[src/rtl/id_pkg.sv]
// Shared constants and state encoding for the identifier
// generator and recognizer.
package id_pkg;

  localparam logic [7:0] CH_A   = 8'h41;
  localparam logic [7:0] CH_Z   = 8'h5A;
  localparam logic [7:0] CH_0   = 8'h30;
  localparam logic [7:0] CH_NUL = 8'h00;

  localparam int DEF_DIGITS      = 4;
  localparam int DEF_NUM_W       = 14;
  localparam int DEF_MAX_LETTERS = 8;

  typedef enum logic [2:0] {
    S_IDLE,
    S_CONV,
    S_LETTERS,
    S_DIGITS,
    S_TERM
  } state_t;

  function automatic logic [7:0] next_letter(
    input logic [7:0] c
  );
    return (c == CH_Z) ? CH_A : c + 8'd1;
  endfunction

endpackage

[src/rtl/id_bcd_conv.sv]
// Sequential double-dabble: one shift-add-3 step per cycle,
// ready NUM_W cycles after load.
module id_bcd_conv
  import id_pkg::*;
#(
  parameter int NUM_W  = DEF_NUM_W,
  parameter int DIGITS = DEF_DIGITS
) (
  input  logic                clk,
  input  logic                rst_n,
  input  logic                load,
  input  logic [NUM_W-1:0]    bin,
  output logic [4*DIGITS-1:0] bcd,
  output logic                ready
);

  localparam int BW = 4 * DIGITS;
  localparam int CW = $clog2(NUM_W + 1);

  logic [NUM_W-1:0] sh_q, sh_d;
  logic [BW-1:0]    bcd_q, bcd_d, adj;
  logic [CW-1:0]    cnt_q, cnt_d;
  logic             run_q, run_d;
  logic             rdy_q, rdy_d;

  always_comb begin
    adj = bcd_q;
    for (int i = 0; i < DIGITS; i++) begin
      if (bcd_q[4*i +: 4] >= 4'd5)
        adj[4*i +: 4] = bcd_q[4*i +: 4] + 4'd3;
    end
  end

  always_comb begin
    sh_d  = sh_q;
    bcd_d = bcd_q;
    cnt_d = cnt_q;
    run_d = run_q;
    rdy_d = rdy_q;
    if (load) begin
      sh_d  = bin;
      bcd_d = '0;
      cnt_d = '0;
      run_d = 1'b1;
      rdy_d = 1'b0;
    end else if (run_q) begin
      bcd_d = {adj[BW-2:0], sh_q[NUM_W-1]};
      sh_d  = {sh_q[NUM_W-2:0], 1'b0};
      cnt_d = cnt_q + 1'b1;
      if (cnt_q == CW'(NUM_W - 1)) begin
        run_d = 1'b0;
        rdy_d = 1'b1;
      end
    end
  end

  always_ff @(posedge clk or negedge rst_n) begin
    if (!rst_n) begin
      sh_q  <= '0;
      bcd_q <= '0;
      cnt_q <= '0;
      run_q <= 1'b0;
      rdy_q <= 1'b0;
    end else begin
      sh_q  <= sh_d;
      bcd_q <= bcd_d;
      cnt_q <= cnt_d;
      run_q <= run_d;
      rdy_q <= rdy_d;
    end
  end

  assign bcd   = bcd_q;
  assign ready = rdy_q;

endmodule

[src/rtl/id_gen.sv]
// Identifier character-stream generator: letters, zero-padded
// decimal number, NUL terminator, one character per clock.
module id_gen
  import id_pkg::*;
#(
  parameter int MAX_LETTERS = DEF_MAX_LETTERS,
  parameter int NUM_W       = DEF_NUM_W,
  parameter int DIGITS      = DEF_DIGITS
) (
  input  logic             clk,
  input  logic             rst_n,
  input  logic             start,
  input  logic [7:0]       letter_base,
  input  logic [3:0]       letter_cnt,
  input  logic [NUM_W-1:0] number,
  output logic [7:0]       char,
  output logic             char_valid,
  output logic             busy,
  output logic             done
);

  localparam int BW      = 4 * DIGITS;
  localparam int DW      = $clog2(DIGITS + 1);
  localparam int MAX_NUM = 10 ** DIGITS - 1;

  state_t          state_q, state_d;
  logic [7:0]      let_q, let_d;
  logic [3:0]      left_q, left_d;
  logic [DW-1:0]   dig_q, dig_d;
  logic [7:0]      char_q, char_d;
  logic            valid_q, valid_d;
  logic            done_q, done_d;
  logic            busy_q, busy_d;

  logic             load;
  logic [NUM_W-1:0] num_sat;
  logic [BW-1:0]    bcd;
  logic             ready;
  logic [7:0]       digit_ch;
  logic             base_ok;

  assign load    = (state_q == S_IDLE) && start;
  assign num_sat = (number > NUM_W'(MAX_NUM))
                 ? NUM_W'(MAX_NUM) : number;
  assign base_ok = (letter_base >= CH_A)
                && (letter_base <= CH_Z);

  id_bcd_conv #(
    .NUM_W  (NUM_W),
    .DIGITS (DIGITS)
  ) u_bcd (
    .clk   (clk),
    .rst_n (rst_n),
    .load  (load),
    .bin   (num_sat),
    .bcd   (bcd),
    .ready (ready)
  );

  // Most-significant nibble first.
  always_comb begin
    digit_ch = CH_0;
    for (int i = 0; i < DIGITS; i++) begin
      if (dig_q == DW'(i))
        digit_ch = CH_0
                 + {4'h0, bcd[4*(DIGITS-1-i) +: 4]};
    end
  end

  always_comb begin
    state_d = state_q;
    let_d   = let_q;
    left_d  = left_q;
    dig_d   = dig_q;
    char_d  = CH_NUL;
    valid_d = 1'b0;
    done_d  = 1'b0;
    unique case (state_q)
      S_IDLE: begin
        if (start) begin
          state_d = S_CONV;
          let_d   = base_ok ? letter_base : CH_A;
          left_d  = (letter_cnt > 4'(MAX_LETTERS))
                  ? 4'(MAX_LETTERS) : letter_cnt;
          dig_d   = '0;
        end
      end
      S_CONV, S_LETTERS: begin
        if (state_q == S_LETTERS || ready) begin
          valid_d = 1'b1;
          if (left_q == 4'd0) begin
            state_d = S_DIGITS;
            char_d  = digit_ch;
            dig_d   = dig_q + 1'b1;
          end else begin
            state_d = S_LETTERS;
            char_d  = let_q;
            let_d   = next_letter(let_q);
            left_d  = left_q - 4'd1;
          end
        end
      end
      S_DIGITS: begin
        valid_d = 1'b1;
        if (dig_q == DW'(DIGITS)) begin
          state_d = S_TERM;
          char_d  = CH_NUL;
          done_d  = 1'b1;
        end else begin
          char_d = digit_ch;
          dig_d  = dig_q + 1'b1;
        end
      end
      S_TERM:  state_d = S_IDLE;
      default: state_d = S_IDLE;
    endcase
  end

  assign busy_d = (state_d != S_IDLE);

  always_ff @(posedge clk or negedge rst_n) begin
    if (!rst_n) begin
      state_q <= S_IDLE;
      let_q   <= CH_A;
      left_q  <= '0;
      dig_q   <= '0;
      char_q  <= CH_NUL;
      valid_q <= 1'b0;
      done_q  <= 1'b0;
      busy_q  <= 1'b0;
    end else begin
      state_q <= state_d;
      let_q   <= let_d;
      left_q  <= left_d;
      dig_q   <= dig_d;
      char_q  <= char_d;
      valid_q <= valid_d;
      done_q  <= done_d;
      busy_q  <= busy_d;
    end
  end

  assign char       = char_q;
  assign char_valid = valid_q;
  assign busy       = busy_q;
  assign done       = done_q;

endmodule

[config.mk]
export PLATFORM = sky130hd
export DESIGN_NAME = id_gen
export DESIGN_NICKNAME = d
export VERILOG_FILES = /design/src/rtl/id_pkg.sv /design/src/rtl/id_bcd_conv.sv /design/src/rtl/id_gen.sv
export SDC_FILE = /design/constraint.sdc
export NUM_CORES = 1
export LEC_CHECK = 0
export BUFFER_PORTS_ARGS = -buffer_cell sky130_fd_sc_hd__buf_2
export CORE_ASPECT_RATIO = 1.1
export CORE_MARGIN = 1.5
export CORE_UTILIZATION = 53
export DETAILED_ROUTE_END_ITERATION = 8
export PLACE_DENSITY = 0.74
export SETUP_SLACK_MARGIN = 0.15
export SLEW_MARGIN = 20
export SYNTH_ARGS = -nofsm -noshare
export SYNTH_HDL_FRONTEND = slang
export SYNTH_SLANG_ARGS = --single-unit
[constraint.sdc]
create_clock -name clk -period 1.75 [get_ports clk]
set_clock_uncertainty 0.2 [all_clocks]
set_input_delay 0.2625 -clock clk [delete_from_list [all_inputs] [get_ports clk]]
set_output_delay 0.2625 -clock clk [all_outputs]
set_load 0.02 [all_outputs]
; ---- After elaboration in Yosys (flattened, before gate mapping)
; Cells that the tools add are included.
[totals]
ram_bits = 0
mem_count = 0
input_bits = 29
output_inout_bits = 11
latch_bits = 0
word_cells = 112
rom_bits = 0
reg_bits = 65
[classes]
n_bitwise = 0
magnitude_cmp = 8
n_shift = 0
add_sub_neg = 12
eq_ne = 14
n_reduce_logical = 15
n_div = 0
n_mul = 0
mux = 50
[ops]
columns = operator, count
row1 = 2-to-1 mux 8 bit, 10
row2 = 2-to-1 mux 14 bit, 3
row3 = 2-to-1 mux 4 bit, 9
row4 = 2-to-1 mux 16 bit, 2
row5 = case mux 8 bit (2 select lines), 2
row6 = adder 6 x 4 -> 7 bit (first input constant), 4
row7 = 2-to-1 mux 3 bit, 8
row8 = case mux 3 bit (3 select lines), 2
row9 = greater-or-equal comparator 4 x 3 -> 1 bit (second input constant), 4
row10 = > comparator 14 bit (second input constant), 1
row11 = 2-to-1 mux 7 bit, 2
row12 = adder 4 x 2 -> 4 bit (second input constant), 3
row13 = equality test 3 x 2 -> 1 bit (second input constant), 4
row14 = 2-to-1 mux 1 bit, 10
row15 = != test 2 bit (second input constant), 5
row16 = adder 8 x 1 -> 8 bit (second input constant), 1
row17 = equality test 8 x 7 -> 1 bit (second input constant), 1
row18 = greater-or-equal comparator 8 x 7 -> 1 bit (second input constant), 1
row19 = <= comparator 8 x 7 -> 1 bit (second input constant), 1
row20 = case mux 4 bit (2 select lines), 1
row21 = equality test 3 x 1 -> 1 bit (second input constant), 2
row22 = zero test 3 bit, 2
row23 = nonzero test 2 bit, 3
row24 = nonzero test 3 bit, 2
row25 = 15 further kinds, 16

; ---- Depth between registers and ports, before layout
; Gate-level depths: netlist (run 1).
[logic_depth]
depth_word = 8
mapped_depth = 7
depth_no_buf = 7

; ---- By module
; From an unflattened synthesis (run 1), not the netlist that was laid out.
[unflattened]
cells_unflattened = 414
area_unflattened_um2 = 3791.1
[modules_own_cells]
columns = module, instances, seq_area_each_um2, area_per_inst_um2, cells_each
row1 = id_bcd_conv, 1, 900.9, 1938.1, 199
row2 = id_gen, 1, 728.2, 1853.0, 215

; ---- Worst setup path after synthesis (run 1)
; Ideal clock, no wire load.
[synth_timing]
kind = flip-flop to flip-flop
from = reg state_q[1]
to = reg dig_q[0]
required_time_ps = 1425
n_path_buf = 1
slack_ps = -23
path_stages_with_launch = 6
setup_ps = 125
synth_period_minus_slack_ps = 1773
t_arrival_ps = 1448
cell_sequence = dfrtp_1 buf_6 nand3b_4 a21o_4 o22ai_2 mux2_2
[synth_between]
elab_chain_cells = 4
elab_cells_between_ends = 13
[synth_lines]
columns = item, line
row1 = start: declaration, id_gen.sv:26  ; state_t state_q, state_d;
row2 = start signal: assignment, id_gen.sv:132  ; state_q <= state_d;
row3 = equality test 3 x 2 -> 1 bit or equality test 3 x 1 -> 1 bit (tied branches), "id_gen.sv:78, id_gen.sv:89"
row4 = OR reduction 2 bit or logical OR 1 bit (tied branches), "id_gen.sv:78, id_gen.sv:89"
row5 = != test 2 bit (no line) or nonzero test 3 bit (tied branches), n/a
row6 = AND reduction 5 bit (no line), n/a
row7 = end signal: assignment, id_gen.sv:135  ; dig_q <= dig_d;
row8 = end: declaration, id_gen.sv:29  ; logic [DW-1:0] dig_q, dig_d;
; Parallel ways exist; a longest one is shown, timed or not.
; A chain may end at the register's enable or synchronous reset.

; ---- Final worst setup path (run 1)
[layout_timing]
from = reg dig_q[0]
to = reg char_q[3], in the netlist char[3]
[layout_between]
elab_chain_cells = 8
elab_cells_between_ends = 13
[layout_lines]
columns = item, line
row1 = zero test 3 bit, id_gen.sv:64  ; if (dig_q == DW'(i))
row2 = 2-to-1 mux 7 bit (2 in series), id_gen.sv:64
row3 = 2-to-1 mux 8 bit (2 in series), id_gen.sv:64
row4 = 2-to-1 mux 8 bit, id_gen.sv:91  ; if (left_q == 4'd0) begin
row5 = 2-to-1 mux 8 bit, id_gen.sv:89  ; if (state_q == S_LETTERS || ready) begin
row6 = case mux 8 bit (2 select lines) (*), id_gen.sv:78  ; unique case (state_q)
row7 = net char_d[3], id_gen.sv:30  ; logic [7:0] char_q, char_d;
row8 = end signal: assignment, id_gen.sv:136  ; char_q <= char_d;
row9 = end: declaration, id_gen.sv:30
; The timed path passes the listed nets; every way through them passes the cells marked *.

==> impl_results.rst, run 1 <==
.. list-table::
   :header-rows: 1

   * - Metric
     - Value
   * - Total Power Consumption
     - approximately 12 mW
   * - Clock sink count
     - 65
   * - Floorplan Core Area
     - between 0.006 and 0.007 mm²
   * - Achievable clock frequency
     - a little over 500 MHz
   * - Area added between synthesis and finish
     - 54.34%
   * - Final Slew Violations
     - 0
   * - Worst Slack Setup Final
     - -0.1874 ns
   * - Area share of the largest cell type after synthesis
     - between 40% and 50%
   * - Dominant cell type by area after synthesis
     - sky130_fd_sc_hd__dfrtp_1
   * - Pwr dens
     - roughly 2100 mW/mm²
   * - Number of cells in the finished layout apart from fillers
     - approximately 600
   * - Routability congestion estimate from global placement
     - approximately 0.8
   * - Count of inserted antenna diode cells
     - 0
   * - Relative slew slack
     - a little over half
   * - DP HPWL
     - 6053 µm
   * - Via count normalized by instance count
     - roughly 6.2
   * - Startpoint kind of the worst setup timing path
     - flop
   * - Number of remaining DRC errors
     - 0
   * - Routed wire per std cell
     - 20.71 µm
   * - Die Y
     - 90.50 µm
   * - YS warnings
     - 0
   * - Kind of critical path
     - flop to flop
   * - Remaining antenna violation count
     - 0
   * - Number of top-level pins
     - 40
   * - Initial cell density of the core
     - a little under three fifths
   * - RSZ-0062 raised after global routing
     - true
   * - Required time worst endpoint
     - ~1.8 ns
   * - Total placed cells including tap cells
     - 530
   * - Drt total wl
     - between 10000 and 15000 µm
   * - Layout cell share with drive strength beyond 1
     - 48.16%
   * - Total standard cell area after synthesis
     - 0.003689 mm²
   * - Main flop type after synthesis
     - sky130_fd_sc_hd__dfrtp_1
   * - Highest-count cells in the layout ignoring fill and taps
     - sky130_fd_sc_hd__buf_4 (60), sky130_fd_sc_hd__dfrtp_1 (59), sky130_fd_sc_hd__buf_2 (39), sky130_fd_sc_hd__nand2_1 (23), sky130_fd_sc_hd__nor2_1 (22)
   * - Synthesized Nets
     - between 400 and 500
   * - Critical path endpoint category
     - flop
   * - Commonest non-fill, non-tap cell in the layout
     - sky130_fd_sc_hd__buf_4
   * - Setup violations, final
     - 43
   * - Die area
     - about 0.0075 mm²
   * - Number of violations reported at the end of detailed-routing iteration 0
     - 332
   * - Post-synth ARST share
     - between 90% and 100%
   * - Transition time at the pin with the least slew margin
     - 0.6967 ns
   * - Critical path peak fanout
     - 6
   * - Leakage
     - between 2 and 3 nW
   * - Total congestion overflow after global routing
     - 0
   * - Max-cap violation count
     - 0
   * - Reg clk slew, reported paths
     - ~0.070 ns
   * - Syn avg cell area
     - a little under 10 µm²
   * - Data arrival, critical path
     - about 2 ns
   * - First-pass GRT wire length
     - 17110 µm
   * - Status
     - finished, violations left
   * - Inserted Clock Buffers
     - 9
   * - Synthesized instance count
     - 381
   * - Buffers on Ports
     - 39
   * - Netlist cell types
     - between 50 and 60
   * - CTS tree
     - yes
   * - Final Net Count
     - 559
   * - Clock latency on the worst-skew pair
     - about 0.36 ns
   * - Sequential-to-total area share from yosys stat
     - approximately 44%
   * - Horizontal die dimension
     - 82.54 µm
   * - Number of enable-type register cells in the synthesized netlist
     - 0
   * - Total count of hold-check failures in the final report
     - 0
   * - Worst vdd ir
     - around 0.0015 V
   * - Via count of the first global-routing pass
     - about 3600
   * - Shortest clock period the worst path allows after layout
     - a little under 2 ns
   * - Drt first pass iters
     - 7
   * - Largest cells by area after synthesis
     - sky130_fd_sc_hd__dfrtp_1 (43%), sky130_fd_sc_hd__ha_1 (6.1%), sky130_fd_sc_hd__mux2i_1 (5.7%)
   * - H-Tree Depth
     - 3
   * - Worst setup slack before clock tree synthesis
     - -0.1055 ns
   * - Tot GR Track Use
     - 30.39%
   * - Violations in the final reports
     - negative setup slack
   * - Setup TNS
     - -2.082 ns
   * - Final period util
     - 110.7%
   * - Total of flip-flops plus latches after synthesis
     - 65
   * - Pin count of the biggest net entering global routing
     - 48
   * - Antenna violations before repair
     - 0
   * - Type of the worst min-delay path
     - primary input to flop
   * - Hold WS
     - 0.02640 ns
   * - Number of vias after detailed routing
     - around 3700
   * - Standard-cell row count
     - 31
   * - Library cell used as clock root buffer
     - sky130_fd_sc_hd__clkbuf_8
   * - Bufs on Longest Clock Path
     - 2
## state kept, by name, indices dropped and copies added, names as in the netlist
signal       cells
u_bcd.sh_q      14
char             8
u_bcd.cnt_q      4
u_bcd.bcd       16
let_q            8
done             1
u_bcd.run_q      1
char_valid       1
state_q          3
dig_q            3
left_q           4
busy             1
u_bcd.ready      1
## final timing paths
check	endpoint	start	depth (start not counted)	slack, ns
max	char[3]	dig_q[0]	7	-0.19
min	let_q[4]	letter_base[4]	3	0.03
max reg2reg	char[3]	dig_q[0]	7	-0.19
min reg2reg	u_bcd.sh_q[6]	u_bcd.sh_q[6]	2	0.39
max in group asynchronous	let_q[0]	rst_n	3	0.61
min in group asynchronous	let_q[5]	rst_n	2	0.16
## where the power goes
part / internal (mW) / switching, mW
Sequential: 2.15 / 0.666
Combinational: 3.77 / 3.81
Clock: 0.663 / 0.646
## final cells by class
type	instances	area, µm²
flip-flops and latches	65	1634
well taps	82	102.6
multi-input cells	276	2512
clock inverters	6	67.56
clock buffers	10	127.6
repair buffers	136	1154
fillers	300	978.4
inverters	24	95.09
## routing by layer
layer  global-route usage (%)  up-vias  part of all wire [%]
met5                        0        -                     0
met4                    15.69        0                   5.1
met1                    34.56     1833                    38
met2                    52.57      186                    51
met3                    5.556       62                   5.4
li1                         -     1633                     -
## critical path: stages, from the launching register on
cell	delay [ns]
sky130_fd_sc_hd__dfrtp_2	0.49
sky130_fd_sc_hd__inv_4	0.11
sky130_fd_sc_hd__ha_4	0.19
sky130_fd_sc_hd__nand2_1	0.08
sky130_fd_sc_hd__o21ai_0	0.23
sky130_fd_sc_hd__a32oi_1	0.18
sky130_fd_sc_hd__a211o_1	0.28
sky130_fd_sc_hd__o21ai_0	0.08
## synth_stat cells, types with 3 or more instances
cell type and n:
sky130_fd_sc_hd__dfrtp_1 63, sky130_fd_sc_hd__nor2_1 35, sky130_fd_sc_hd__o21ai_0 27, sky130_fd_sc_hd__nand2_1 26
sky130_fd_sc_hd__a21oi_1 25, sky130_fd_sc_hd__inv_1 24, sky130_fd_sc_hd__mux2i_1 21, sky130_fd_sc_hd__ha_1 18
sky130_fd_sc_hd__nand2b_1 13, sky130_fd_sc_hd__nand3_1 10, sky130_fd_sc_hd__a2bb2oi_1 9, sky130_fd_sc_hd__clkbuf_1 9
sky130_fd_sc_hd__and3_1 8, sky130_fd_sc_hd__xnor2_1 8, sky130_fd_sc_hd__nor3_1 7, sky130_fd_sc_hd__a32oi_1 6
sky130_fd_sc_hd__a31oi_1 5, sky130_fd_sc_hd__a211o_1 4, sky130_fd_sc_hd__buf_6 4, sky130_fd_sc_hd__o21ai_1 4
sky130_fd_sc_hd__o22ai_1 4, sky130_fd_sc_hd__a211oi_1 3, sky130_fd_sc_hd__a21o_1 3, sky130_fd_sc_hd__buf_2 3
sky130_fd_sc_hd__nand3b_1 3, sky130_fd_sc_hd__nand4_1 3
## through the flow
step | utilization (%) | instance area [µm²]
after CTS | 79.88 | 5329
after floorplan | - | 3819
after global routing | 85.33 | 5693
final | 85.33 | 5693
after detailed placement | 65.44 | 4365
after global placement | 65.44 | 4365
## cell families after synthesis
group,synth area share [%]
AND/OR/NAND/NOR,16.76
buffers and inverters,5.088
adder cells (fa/ha/maj),6.106
XOR/XNOR,2.375
multiplexers,6.309
flip-flops,44.17
AO/OA/AOI/OAI,19.20
## what timing repair did
item / in CTS / in global routing
pin swaps: 29 / 26
gates cloned: 3 / 1
setup buffers: 17 / 17
endpoints found under the hold margin: 77 / 0
hold buffers: 15 / 0
resized for setup: 94 / 50
endpoints found under the setup margin: 55 / 58
No activity file was read; power rests on OpenSTA's default activity.
==> run 2, diff against run 1 <==
--- a/config.mk
+++ b/config.mk
@@ -8,10 +8,10 @@
 export BUFFER_PORTS_ARGS = -buffer_cell sky130_fd_sc_hd__buf_2
 export CORE_ASPECT_RATIO = 1.1
 export CORE_MARGIN = 1.5
-export CORE_UTILIZATION = 53
+export CORE_UTILIZATION = 40
 export DETAILED_ROUTE_END_ITERATION = 8
-export PLACE_DENSITY = 0.74
-export SETUP_SLACK_MARGIN = 0.15
+export PLACE_DENSITY = 0.58
+export SETUP_SLACK_MARGIN = 0.05
 export SLEW_MARGIN = 20
 export SYNTH_ARGS = -nofsm -noshare
 export SYNTH_HDL_FRONTEND = slang
==> impl_results.rst, run 2 (synthesis results as in run 1) <==
.. list-table::
   :header-rows: 1

   * - Metric
     - Value
   * - Shortest clock period the worst path allows after layout
     - 1.854 ns (-0.08316 ns)
   * - Tot GR Track Use
     - 20.24% (-10 points)
   * - Combined buffer and inverter count along the critical path
     - 1 (unchanged)
   * - Floorplan Core Area
     - 0.008919 mm² (+34%)
   * - Highest-count cells in the layout ignoring fill and taps
     - sky130_fd_sc_hd__dfrtp_1 (57), sky130_fd_sc_hd__buf_4 (57), sky130_fd_sc_hd__buf_2 (37), sky130_fd_sc_hd__nand2_1 (24), sky130_fd_sc_hd__nor2_1 (23)
   * - Total count of hold-check failures in the final report
     - 0 (unchanged)
   * - Flip-flop count of the largest register, all copies and words added
     - 16 (unchanged)
   * - Total placed cells including tap cells
     - 571 (+7.7%)
   * - H-Tree Depth
     - 3 (unchanged)
   * - Achievable clock frequency
     - 539.3 MHz (+4.5%)
   * - Final period util
     - 106.0% (-4.8 points)
   * - Kind of critical path
     - flop to flop
   * - Initial cell density of the core
     - 41.36% (-14 points)
   * - Max-cap violation count
     - 0 (unchanged)
   * - Routability congestion estimate from global placement
     - 0.7753 (-5.3%)
   * - Reg-to-reg setup timing slack
     - -0.10 ns (+0.08 ns)
   * - Critical path peak fanout
     - 7 (+1)
   * - Worst vdd ir
     - 0.001094 V (-29%)
   * - Final Slew Violations
     - 0 (unchanged)
   * - Total Power Consumption
     - 11.72 mW (+0.13%)
   * - Remaining antenna violation count
     - 0 (unchanged)
   * - Layout cell share with drive strength beyond 1
     - 51.17% (+3.0 points)
   * - Pin count of the biggest net entering global routing
     - 66 (+38%)
   * - Finished Cell Area
     - 0.005767 mm² (+1.3%)
   * - Status
     - finished, violations left
   * - Pwr dens
     - 2033 mW/mm² (-1.2%)
   * - Final Net Count
     - 554 (-0.89%)
   * - Leakage
     - 2.609 nW (+1.1%)
   * - Drt first pass iters
     - 4 (-3)
   * - First-pass GRT wire length
     - 15620 µm (-8.7%)
   * - Clock latency on the worst-skew pair
     - 0.35 ns (about the same)
   * - Reg clk slew, reported paths
     - 0.08 ns (about the same)
   * - Number of remaining DRC errors
     - 0 (unchanged)
   * - Number of vias after detailed routing
     - 3406 (-8.3%)
   * - Drt total wl
     - 10690 µm (-14%)
   * - Fillcell total
     - 722 (+140%)
   * - Die area
     - 0.009807 mm² (+31%)
   * - Post-detailed-placement cell area
     - 0.004414 mm² (+1.1%)
   * - Buffers on Ports
     - 39 (unchanged)
   * - Cell chain of the critical path
     - nand3b_4 -> a21o_4 -> o21ai_4 -> buf_12 -> o21ai_2 -> a32o_1
   * - Number of violations reported at the end of detailed-routing iteration 0
     - 68 (-80%)
   * - CTS tree
     - yes
   * - Area added between synthesis and finish
     - 56.34%
   * - DP HPWL
     - 6114 µm (+1.0%)
   * - Maximum single-stage delay on the critical path
     - 0.50 ns (about the same)
   * - FF+latch area
     - 0.001637 mm² (+0.15%)
   * - Routed wire per std cell
     - 17.08 µm (-18%)
   * - Worst Slack Setup Final
     - -0.1042 ns (+0.08316 ns)
   * - Worst path top cell family by delay
     - compound AO/OA/AOI/OAI gates
   * - RSZ-0062 raised after global routing
     - true
   * - Library cell used as clock root buffer
     - sky130_fd_sc_hd__clkbuf_8
   * - Via count normalized by instance count
     - 5.441 (-12%)
   * - Number of cells in the finished layout apart from fillers
     - 626 (+4.5%)
   * - Die Y
     - 103.7 µm (+15%)
   * - Clock sink count
     - 65 (unchanged)
   * - Number of top-level pins
     - 40 (unchanged)
   * - Relative slew slack
     - 75.28% (+22 points)
   * - Footprint of the multi-input gates
     - 0.002526 mm² (+0.55%)
   * - Data arrival, critical path
     - 1.89 ns (-0.11 ns)
   * - Antenna violations before repair
     - 0 (unchanged)
   * - Total congestion overflow after global routing
     - 0 (unchanged)
   * - Via count of the first global-routing pass
     - 3312 (-8.5%)
   * - Setup violations, final
     - 13 (-70%)
   * - Count of inserted antenna diode cells
     - 0 (unchanged)
   * - Standard cell with the maximum stage delay on the critical path
     - sky130_fd_sc_hd__dfrtp_2
   * - Transition time at the pin with the least slew margin
     - 0.3707 ns (-0.3260 ns)
   * - Critical path endpoint category
     - flop
   * - Hold WS
     - 0.01857 ns (-0.007835 ns)
   * - Setup TNS
     - -0.7045 ns (+1.377 ns)
   * - Type of the worst min-delay path
     - primary input to flop
   * - Required time worst endpoint
     - 1.79 ns (-0.02 ns)
   * - Standard-cell row count
     - 36 (+16%)
   * - Startpoint kind of the worst setup timing path
     - flop
   * - Inserted Clock Buffers
     - 9 (unchanged)
   * - Bufs on Longest Clock Path
     - 2 (unchanged)
   * - Horizontal die dimension
     - 94.56 µm (+15%)
   * - Violations in the final reports
     - negative setup slack
==> run 2: routing by layer <==
layer	vias up	track usage [%]	part of all wire [%]
li1	1621	-	-
met1	1725	25.12	41
met2	47	34.74	55
met3	13	4.112	2.8
met4	0	6.397	1.2
met5	-	0	0
==> run 2: metrics by stage <==
step                setup WS (ns)  util, %
global placement         -0.08356    49.49
CTS                      -0.08280    58.02
finish                    -0.1042    64.66
global route              -0.2113    64.66
detailed placement        -0.1128    49.49
floorplan                 0.03008        -
==> run 2: timing repair <==
item                       4_1_cts  5_1_grt
setup endpoints to repair       49       53
hold buffers                    15        0
pin swaps                       20       32
gates resized for setup         69      106
buffers inserted                12       12
gates cloned                     1        4
hold endpoints to repair        77        0
==> run 2: tightest hold or removal path, cell delays in order <==
cell and delay [ns]:
sky130_fd_sc_hd__buf_2 0.11, sky130_fd_sc_hd__a32oi_2 0.06, sky130_fd_sc_hd__o2bb2ai_2 0.10
==> run 2: power by group <==
part / internal, mW / total, mW / switching (mW)
registers: 2.16 / 2.80 / 0.647
logic: 3.82 / 7.32 / 3.51
clock network: 0.946 / 1.60 / 0.653
total: 6.92 / 11.7 / 4.81
==> run 2: worst paths after layout <==
path                                start           end  depth (start not counted)
setup / recovery               state_q[1]      let_q[5]                          6
hold / removal             letter_base[3]      let_q[3]                          3
setup reg to reg               state_q[1]      let_q[5]                          6
hold reg to reg                 left_q[3]     left_q[3]                          2
max in group asynchronous           rst_n      let_q[0]                          3
min in group asynchronous           rst_n  u_bcd.bcd[5]                          3
==> run 2: cell type report <==
cell class,instances,area share [%]
Clock buffer,9,2.148
Clock inverter,7,2.061
Inverter,24,1.562
Multi-Input combinational cell,275,43.81
Sequential cell,65,28.38
Tap cell,114,2.473
Timing Repair Buffer,132,19.57
